==> src/rtl/ultrasonic_echo_emulator.sv <==
// Purpose: sensor-side stand-in for an ultrasonic ranger; answers a validated trigger with a programmable-width echo.
// Latency: echo rises BURST_DELAY cycles after the trigger falls and stays high W cycles; all outputs registered.
// Backpressure: none; trig_in is ignored while busy (DELAY/ECHO/HOLD), a trigger held high parks the block in TRIG.
//
// Ports:
//   clk        system clock
//   reset_all  asynchronous active-high reset
//   trig_in    trigger from the ranging controller (synchronous to clk)
//   width_in   requested echo width in cycles, sampled when the trigger is accepted
//   echo_out   echo pulse back to the controller
//   busy       high whenever the sequencer is not idle
//   echo_done  one-cycle pulse at echo end
//   short_trig one-cycle pulse when a too-short trigger is rejected
//
// Build option: ECHO_TIMEOUT_EN -- when defined, a zero width ("no object")
// yields a full TIMEOUT_CYCLES echo; otherwise a zero width yields no echo
// and only the echo_done pulse.
module ultrasonic_echo_emulator #(
    parameter int COUNT_W        = 23,
    parameter int TRIG_MIN       = 10,
    parameter int BURST_DELAY    = 8,
    parameter int HOLDOFF        = 16,
    parameter int TIMEOUT_CYCLES = 1900000
) (
    input  logic               clk,
    input  logic               reset_all,
    input  logic               trig_in,
    input  logic [COUNT_W-1:0] width_in,
    output logic               echo_out,
    output logic               busy,
    output logic               echo_done,
    output logic               short_trig
);

    typedef enum logic [2:0] {
        S_IDLE,
        S_TRIG,
        S_DELAY,
        S_ECHO,
        S_HOLD
    } state_t;

    localparam logic [COUNT_W-1:0] ONE_C      = COUNT_W'(1);
    localparam logic [COUNT_W-1:0] TRIG_MIN_C = COUNT_W'(TRIG_MIN);
    localparam logic [COUNT_W-1:0] DELAY_C    = COUNT_W'(BURST_DELAY);
    localparam logic [COUNT_W-1:0] HOLDOFF_C  = COUNT_W'(HOLDOFF);
    localparam logic [COUNT_W-1:0] TIMEOUT_C  = COUNT_W'(TIMEOUT_CYCLES);

    state_t             state_q, state_d;
    logic [COUNT_W-1:0] cnt_q, cnt_d;       // shared phase counter: trigger width, delay, echo, holdoff
    logic [COUNT_W-1:0] w_q, w_d;           // echo width latched at acceptance
    logic [COUNT_W-1:0] w_sel;
    logic               trig_prev_q;
    logic               echo_q, echo_d;
    logic               busy_q, busy_d;
    logic               done_q, done_d;
    logic               short_q, short_d;

    // Echo width clamp, evaluated on the live width_in at the acceptance edge.
`ifdef ECHO_TIMEOUT_EN
    assign w_sel = ((width_in == '0) || (width_in > TIMEOUT_C)) ? TIMEOUT_C : width_in;
`else
    assign w_sel = (width_in > TIMEOUT_C) ? TIMEOUT_C : width_in;
`endif

    // Every phase counter is loaded with 1 on entry so that "cnt_q == N"
    // marks the edge exactly N cycles after the entry edge.
    always_comb begin
        state_d = state_q;
        cnt_d   = cnt_q;
        w_d     = w_q;
        echo_d  = 1'b0;
        done_d  = 1'b0;
        short_d = 1'b0;
        case (state_q)
            S_IDLE: begin
                cnt_d = '0;
                // prev register runs in every state, so a trigger still high
                // on return to IDLE is not seen as a new edge.
                if (trig_in && !trig_prev_q) begin
                    state_d = S_TRIG;
                    cnt_d   = ONE_C;
                end
            end
            S_TRIG: begin
                if (trig_in) begin
                    if (cnt_q < TRIG_MIN_C) begin
                        cnt_d = cnt_q + ONE_C;
                    end
                end else if (cnt_q >= TRIG_MIN_C) begin
                    w_d     = w_sel;
                    cnt_d   = ONE_C;
                    state_d = S_DELAY;
                end else begin
                    short_d = 1'b1;
                    cnt_d   = '0;
                    state_d = S_IDLE;
                end
            end
            S_DELAY: begin
                if (cnt_q == DELAY_C) begin
                    cnt_d = ONE_C;
`ifdef ECHO_TIMEOUT_EN
                    state_d = S_ECHO;
                    echo_d  = 1'b1;
`else
                    // Zero width: skip the echo, still report completion.
                    if (w_q == '0) begin
                        state_d = S_HOLD;
                        done_d  = 1'b1;
                    end else begin
                        state_d = S_ECHO;
                        echo_d  = 1'b1;
                    end
`endif
                end else begin
                    cnt_d = cnt_q + ONE_C;
                end
            end
            S_ECHO: begin
                if (cnt_q == w_q) begin
                    state_d = S_HOLD;
                    done_d  = 1'b1;
                    cnt_d   = ONE_C;
                end else begin
                    echo_d = 1'b1;
                    cnt_d  = cnt_q + ONE_C;
                end
            end
            S_HOLD: begin
                if (cnt_q == HOLDOFF_C) begin
                    state_d = S_IDLE;
                    cnt_d   = '0;
                end else begin
                    cnt_d = cnt_q + ONE_C;
                end
            end
            default: begin
                state_d = S_IDLE;
                cnt_d   = '0;
            end
        endcase
        busy_d = (state_d != S_IDLE);
    end

    always_ff @(posedge clk or posedge reset_all) begin
        if (reset_all) begin
            state_q     <= S_IDLE;
            cnt_q       <= '0;
            w_q         <= '0;
            trig_prev_q <= 1'b0;
            echo_q      <= 1'b0;
            busy_q      <= 1'b0;
            done_q      <= 1'b0;
            short_q     <= 1'b0;
        end else begin
            state_q     <= state_d;
            cnt_q       <= cnt_d;
            w_q         <= w_d;
            trig_prev_q <= trig_in;
            echo_q      <= echo_d;
            busy_q      <= busy_d;
            done_q      <= done_d;
            short_q     <= short_d;
        end
    end

    assign echo_out   = echo_q;
    assign busy       = busy_q;
    assign echo_done  = done_q;
    assign short_trig = short_q;

endmodule

==> config.mk <==
export PLATFORM = sky130hd
export DESIGN_NAME = ultrasonic_echo_emulator
export DESIGN_NICKNAME = d
export VERILOG_FILES = /design/src/rtl/ultrasonic_echo_emulator.sv
export SDC_FILE = /design/constraint.sdc
export NUM_CORES = 1
export LEC_CHECK = 0
export BUFFER_PORTS_ARGS = -buffer_cell sky130_fd_sc_hd__buf_2
export CAP_MARGIN = 20
export CORE_MARGIN = 3
export CORE_UTILIZATION = 63
export DETAILED_ROUTE_END_ITERATION = 7
export PLACE_DENSITY = 0.81
export SLEW_MARGIN = 25
export SYNTH_ARGS = -nofsm -noshare
export SYNTH_HDL_FRONTEND = slang
export SYNTH_SLANG_ARGS = --single-unit
==> constraint.sdc <==
create_clock -name clk -period 4 [get_ports clk]
set_clock_uncertainty 0.2 [all_clocks]
set_input_delay 0.8 -clock clk [delete_from_list [all_inputs] [get_ports clk]]
set_output_delay 0.8 -clock clk [all_outputs]
set_load 0.005 [all_outputs]
==> Word-level counts from Yosys, hierarchy flattened <==
Cells that the tools add are included.
{ "op_classes": {"eq_ne": 8, "bitwise_logic": 1, "muxes": 28, "reduce_logical": 6, "n_addsub": 1, "magnitude_cmp": 3} }
{ "ops": {"columns": ["operator", "n"], "rows": [
  ["$mux W23", 6],
  ["$pmux W23 S5", 1],
  ["$add A23 B1 Y23 const B", 1],
  ["$eq A23 B23 Y1", 1],
  ["$eq A23 B4 Y1 const B", 1],
  ["$eq A23 B5 Y1 const B", 1],
  ["$ge A23 B4 Y1 const B", 1],
  ["$gt A23 B21 Y1 const B", 1],
  ["$logic_not A23 Y1", 1],
  ["$lt A23 B4 Y1 const B", 1],
  ["$mux W3", 6],
  ["$pmux W3 S5", 1],
  ["$mux W1", 11],
  ["$eq A3 B2 Y1 const B", 2],
  ["$pmux W1 S2", 2],
  ["$eq A3 B1 Y1 const B", 1],
  ["$eq A3 B3 Y1 const B", 1],
  ["$logic_not A3 Y1", 1],
  ["$ne A3 B3 Y1 const B", 1],
  ["$reduce_and A3 Y1", 1],
  ["$reduce_bool A3 Y1", 1],
  ["$mux W2", 1],
  ["$logic_and A1 B1 Y1", 1],
  ["$logic_not A1 Y1", 1],
  ["$not A1 Y1", 1]
]} }
{ "totals": {"input_bits": 26, "ff_bits": 54, "out_inout_bits": 4, "elab_cells": 55} }

==> Longest topological paths before layout <==
Gate-level depths: netlist of the first run.
{ "logic_depth": {"ltp_word": 5, "depth_mapped": 9, "depth_no_buf": 8} }

==> Worst setup path before layout of the first run <==
OpenSTA, ideal clock, no wires.
{ "synth_timing": {"kind": "register to register", "from": "register cnt_q[12]", "to": "register busy_q, in the netlist busy", "t_arrival_ns": 2.242, "stages_incl_launch_ff": 9, "synth_period_minus_slack_ns": 2.580, "slack_ns": 1.420, "path_buffers": 2, "setup_time_ns": 0.139, "required_time_ns": 3.661, "path_cell_list": "dfrtp_1 -> buf_6 -> nor4_4 -> nand2_2 -> or2_1 -> buf_6 -> or3_1 -> a21o_1 -> or4b_1"} }
{ "synth_via": {"elab_chain_cells": 5, "word_cells_on_any_way": 11, "classes_between": "order compare: 1; eq/ne: 3; mux: 6; reduce/logical: 1"} }
{ "synth_lines": {"columns": ["item", "line_no", "source"], "rows": [
  ["start, declared", "50", "logic [COUNT_W-1:0] cnt_q, cnt_d;"],
  ["start signal, assigned", "158", "cnt_q <= cnt_d;"],
  ["$ge A23 B4 Y1", "90", "end else if (cnt_q >= TRIG_MIN_C) begin"],
  ["$mux W2", "90", null],
  ["$mux W3", "86", "if (trig_in) begin"],
  ["$pmux W3 S5 (*)", "75", "case (state_q)"],
  ["$reduce_bool A3 Y1 (*)", "143", "busy_d = (state_d != S_IDLE);"],
  ["via busy_d", "55", "logic busy_q, busy_d;"],
  ["end signal, assigned", "162", "busy_q <= busy_d;"],
  ["end, declared", "55", null]
]} }
Mark *: on every way through the listed nets, which the timed path passes. The rest lies on a longest branch.
A chain may end at the register's enable or synchronous reset.

==> Worst setup path after layout of the first run <==
{ "layout_timing": {"from": "register cnt_q[12]", "to": "register cnt_q[11]"} }
{ "layout_via": {"elab_chain_cells": 3, "word_cells_on_any_way": 9, "classes_between": "order compare: 1; eq/ne: 4; mux: 4"} }
{ "layout_lines": {"columns": ["item"], "rows": [
  ["parallel branches: the longest is 3 deep, another holds $lt A23 B4 Y1"]
]} }
Parallel ways; which one is timed is not known.

==> results.txt, run 1 <==
status: finished, final reports clean
Simple-Gate Fraction of Synth Area: 0.261
worst skew pair latency: 310 ps
WL final: 6580 um
H-tree depth: 2
Synth warnings: 0
DIE AREA: 5550 um^2
setup violators final: 0
Root Driver: clkbuf_8
Finished Layout Cells: 370
Distinct cells, synth: 47
clk sinks: 54
Resize count post-CTS: 0
most common cell after layout, fill and taps aside: dfrtp_1
Hold Fails Final Rpt: 0
Vert. Die Dim: 74.5 um
Max-slew headroom: 0.484
Syn-to-layout area delta: 8.09%
Worst Setup End Kind: register
data arrival time of the worst path: 2790 ps
Max Buffers Root-to-Sink: 2
top cells by area in the synthesized netlist: dfrtp_1 46%, xnor2_1 6.2%, xor2_1 5.3%
Avg WL per Cell: 17.8 um
largest net degree at the start of global routing: 55
ys async rst share: 1.00
Mapped Cells: 295
Nets: 348
DP HPWL: 4820 um
Diodes inserted: 0
fraction of layout cells with a size suffix above 1: 0.142
vias per inst: 6.21
placed cell count: 364
Mapped Avg Cell Area: 10.0 um^2
first drt pass iteration count: 5
first-pass GRT wire length: 11000 um
fill count: 347
vias after detailed routing: 2299
final setup TNS: 0 ps
max-cap viol count: 0
IO Port Bufs: 29
internal reg-to-reg setup slack: 1160 ps
commonest cells after routing, fill and taps aside: 54 x dfrtp_1, 32 x nor2_1, 29 x buf_2
Slew Limit Fails: 0
post-synth top area share: 0.457
worst slew pin tran: 773 ps
vias in the first global route: 2248
mapped cell area: 2960 um^2
total grt overflow: 0
Iteration-0 DRC Markers: 148
Most used DFF post-synth: dfrtp_1
GPL Wtd Cong: 0.884
crit path kind: register to register
post-route ant nets: 0
CTS Buf Count: 5
initial core utilization: 0.665
Final period util: 0.709
Tot GR Track Use: 0.264
DRC viols: 0
Clk pin slew, worst setup/hold paths: 90 ps
core region area: 4440 um^2
Synth Area in Compound Gates: 0.117
Synth Area in Adders: 0.0127
Max VDD drop: 277 uV
critical path fanouts, max: 22
Pleak: 1.42 nW
Synth Register Bits: 54
EDFF count, synth: 0
syn nets: 324
Peak Freq: 0.353 GHz
worst path required time: 3960 ps
Worst Hold Class: register to register
fin crit period: 2840 ps
RSZ-0062 raised after global routing: no
Synth area leader: dfrtp_1
main combinational cell family by area after synthesis: simple AND/OR/NAND/NOR gates
hold_buf cts: 0
multiplexer share of the synthesized area: 0.0102
# rows: 24
antenna violations before repair: 0
sequential cell area fraction in the yosys report: 0.457
Post-Synth XOR/XNOR Area: 0.116
die width: 74.5 um
Power Dens Cells: 275 nW/um^2
CTS tree: done
Post-CTS Setup Inserts: 0
startpoint types: register
io pins: 30
## Yosys cell counts (all sizes together), types with 4 or more instances
cell type and count:
a21oi 6, a22o 8, and2 5, and3 4
and4 5, clkbuf 10, dfrtp 54, inv 4
nand2 18, nand2b 4, nand3 15, nand4 14
nor2 32, nor3 8, nor4 11, o21ai 10
o22a 10, xnor2 21, xor2 18
## critical path, cell delays in order (launching register included)
cell and delay (ps):
dfrtp_1 490, nor4_4 380, nand2_2 120, or2_1 320
o211ai_1 280, and4b_1 750, nor2_1 140
## report_power, final
group / total, mW / switching [mW] / internal [mW]
sequential: 0.546 / 0.000234 / 0.546
combinational: 0.0309 / 0.0199 / 0.0111
clock: 0.300 / 0.166 / 0.134
## area by class of cell
class,count,area [um^2],share of cell area
multi-input combinational,224,1530,0.477
clock buffer,6,82.6,0.0259
tap,52,65.1,0.0204
sequential,54,1350,0.423
inverter,4,17.5,0.00548
timing repair buffer,30,153,0.0478
## cells by family after synthesis
group / after synthesis
AND/OR/NAND/NOR: 133
flip-flops: 54
AO/OA/AOI/OAI: 46
XOR/XNOR: 39
buffers and inverters: 17
multiplexers: 3
adder cells (fa/ha/maj): 3
## sequential cells by signal, summed over array words and instances, names as in the netlist
register     flops
w_q             23
trig_prev_q      1
short_trig       1
cnt_q           23
state_q          3
busy             1
echo_out         1
echo_done        1
## per-stage QoR
stage | util | area, um^2 | hold slack, ps | setup slack (ps) | power, mW
global route | 0.719 | 3190 | 370 | 928 | 0.909
global placement | 0.700 | 3110 | 328 | 1150 | 0.588
floorplan | - | 2960 | 292 | 1420 | 0.568
CTS | 0.719 | 3190 | 355 | 1170 | 0.882
detailed placement | 0.700 | 3110 | 331 | 1110 | 0.589
finish | 0.719 | 3190 | 360 | 1160 | 0.877
## per-layer routing
metal / track usage / vias to the layer above / part of all wire
met5: 0 / - / 0
met4: 0.0830 / 0 / 0.017
met3: 0.0432 / 11 / 0.035
met2: 0.415 / 51 / 0.49
met1: 0.377 / 1130 / 0.46
li1: - / 1107 / -
## final timing paths
check / start / endpoint / depth (start not counted)
min reg2reg: w_q[21]$_DFFE_PP0P_ / w_q[21]$_DFFE_PP0P_ / 1
min in group asynchronous: reset_all / w_q[14]$_DFFE_PP0P_ / 2
max in group asynchronous: reset_all / busy$_DFF_PP0_ / 2
max: cnt_q[12]$_DFFE_PP0P_ / cnt_q[11]$_DFFE_PP0P_ / 6
max reg2reg: cnt_q[12]$_DFFE_PP0P_ / cnt_q[11]$_DFFE_PP0P_ / 6
min: w_q[21]$_DFFE_PP0P_ / w_q[21]$_DFFE_PP0P_ / 1
(Power assumes the default switching activity.)
==> run 2, diff against run 1 <==
--- a/config.mk
+++ b/config.mk
@@ -8,9 +8,9 @@
 export BUFFER_PORTS_ARGS = -buffer_cell sky130_fd_sc_hd__buf_2
 export CAP_MARGIN = 20
 export CORE_MARGIN = 3
-export CORE_UTILIZATION = 63
+export CORE_UTILIZATION = 53
 export DETAILED_ROUTE_END_ITERATION = 7
-export PLACE_DENSITY = 0.81
+export PLACE_DENSITY = 0.73
 export SLEW_MARGIN = 25
 export SYNTH_ARGS = -nofsm -noshare
 export SYNTH_HDL_FRONTEND = slang
==> constraint.sdc (replaced) <==
create_clock -name clk -period 2.3 [get_ports clk]
set_clock_uncertainty 0.2 [all_clocks]
set_input_delay 0.46 -clock clk [delete_from_list [all_inputs] [get_ports clk]]
set_output_delay 0.46 -clock clk [all_outputs]
set_load 0.005 [all_outputs]
==> run 2 against run 1 <==
Net effect:
- the run now ends with setup timing left
- flip-flop and latch count stayed put
- via count is 18% higher
- critical endpoint is now busy$_DFF_PP0_
- global-route usage down 0.23 points
==> results.txt, run 2 (synthesized netlist as in run 1, its figures left out) <==
max-cap viol count: 0 (unchanged)
Post-Place Worst Slack: -172 ps (-1280 ps)
Root Driver: clkbuf_8
largest registers: cnt_q (23), w_q (23), state_q (3)
Max-slew headroom: 0.675 (+0.191)
WL final: 8040 um (+22%)
Final period util: 1.07 (+0.366)
utilization after layout: 0.728 (+0.00963)
Slew Limit Fails: 0 (unchanged)
Power Dens Cells: 428 nW/um^2 (+56%)
status: finished with violations
Syn-to-layout area delta: 29.1%
Iteration-0 DRC Markers: 185 (+25%)
# rows: 26 (+8.3%)
total grt overflow: 0 (unchanged)
DRC viols: 0 (unchanged)
H-tree depth: 2 (unchanged)
Nets: 413 (+19%)
post-route ant nets: 0 (unchanged)
fill count: 387 (+12%)
data arrival time of the worst path: 2450 ps (-340 ps)
Vert. Die Dim: 80.7 um (+8.3%)
Tot GR Track Use: 0.262 (-0.00230)
GPL Wtd Cong: 0.918 (+3.9%)
worst slew pin tran: 486 ps (-287 ps)
Peak Freq: 0.405 GHz (+15%)
most common cell after layout, fill and taps aside: buf_4
DIE AREA: 6510 um^2 (+17%)
fin crit period: 2470 ps (-365 ps)
Worst Hold Class: input port to register
RSZ-0062 raised after global routing: yes
Final Cell Area: 3810 um^2 (+19%)
vias per inst: 5.94 (-4.4%)
fraction of layout cells with a size suffix above 1: 0.299 (+0.157)
Diodes inserted: 0 (unchanged)
dpl cell area: 3590 um^2 (+15%)
Max Buffers Root-to-Sink: 2 (unchanged)
post-route setup slack: -172 ps (-1340 ps)
first-pass GRT wire length: 13000 um (+18%)
Max VDD drop: 304 uV (+9.9%)
DP HPWL: 5970 um (+24%)
vias after detailed routing: 2702 (+18%)
commonest cells after routing, fill and taps aside: 58 x buf_4, 54 x dfrtp_1, 31 x nor2_1
Hold Fails Final Rpt: 0 (unchanged)
worst path required time: 2280 ps (-1680 ps)
initial core utilization: 0.564 (-0.101)
Pleak: 1.78 nW (+26%)
vias in the first global route: 2741 (+22%)
failing checks: setup timing
io pins: 30 (unchanged)
IO Port Bufs: 29 (unchanged)
largest net degree at the start of global routing: 35 (-36%)
clk sinks: 54 (unchanged)
placed cell count: 438 (+20%)
setup violators final: 31 (+31)
CTS Buf Count: 5 (unchanged)
first drt pass iteration count: 5 (unchanged)
Finished Layout Cells: 455 (+23%)
final setup TNS: -3430 ps (-3430 ps)
die width: 80.7 um (+8.3%)
Worst Setup End Kind: register
antenna violations before repair: 0 (unchanged)
startpoint types: register
WHS: 119 ps (-241 ps)
Clk pin slew, worst setup/hold paths: 100 ps (about the same)
crit path kind: register to register
critical path fanouts, max: 4 (-82%)
worst skew pair latency: 300 ps (about the same)
CTS tree: done
total power: 1.63 mW (+86%)
core region area: 5240 um^2 (+18%)
Avg WL per Cell: 17.7 um (-0.68%)
[run 2: cell count changes in the layout (fill, tap and decap cells not counted), moves of 2 or more]
cell      before  now
clkbuf_1       0    2
buf_12         0    3
buf_4          1   58
o21ai_0        9    7
o21ai_1        1    3
buf_6          0    4
[run 2: routing by layer]
layer	vias up	share of wire	GRT usage
li1	1247	-	-
met4	0	0.026	0.0861
met3	25	0.062	0.0549
met1	1315	0.40	0.322
met5	-	0	0
met2	115	0.51	0.455
[run 2: area by class of cell]
type / instances / area (um^2) / area share
well taps: 70 / 87.6 / 0.0230
clock inverters: 1 / 30.0 / 0.00787
inverters: 4 / 15.0 / 0.00394
flip-flops and latches: 54 / 1350 / 0.354
repair buffers: 95 / 696 / 0.182
clock buffers: 7 / 76.3 / 0.0200
multi-input cells: 224 / 1560 / 0.409
[run 2: what timing repair did]
item,in CTS,in global routing
pin swaps,7,7
gates cloned,0,1
hold buffers,1,0
hold endpoints to repair,20,0
endpoints found under the setup margin,31,45
gates resized for setup,6,10
buffers inserted,3,4
[run 2: path summary, 6_finish.rpt]
check                                           start                    end  depth (start not counted)  slack, ps
worst max-delay path            cnt_q[11]$_DFFE_PP0P_         busy$_DFF_PP0_                          6       -170
worst min-delay path                          trig_in  trig_prev_q$_DFF_PP0_                          1        120
worst max register to register  cnt_q[11]$_DFFE_PP0P_         busy$_DFF_PP0_                          6       -170
worst min register to register    w_q[22]$_DFFE_PP0P_    w_q[22]$_DFFE_PP0P_                          1        350
max in group asynchronous                   reset_all   cnt_q[7]$_DFFE_PP0P_                          4        810
min in group asynchronous                   reset_all     w_q[9]$_DFFE_PP0P_                          3        540
[run 2: where the power goes]
part           leakage [nW]  switching [mW]  internal, mW  total, mW
Sequential            0.717        0.000486         0.949      0.950
Clock                0.0524           0.296         0.326      0.622
Combinational          1.01          0.0377        0.0236     0.0614
Total                  1.78           0.334          1.30       1.63
[run 2: critical path, cell delays in order, from the launching register on]
cell and delay, ps:
dfrtp_1 420, nor4_4 380, nand2_2 90, or2_4 290
or3_1 350, a21o_1 170, or4b_1 460
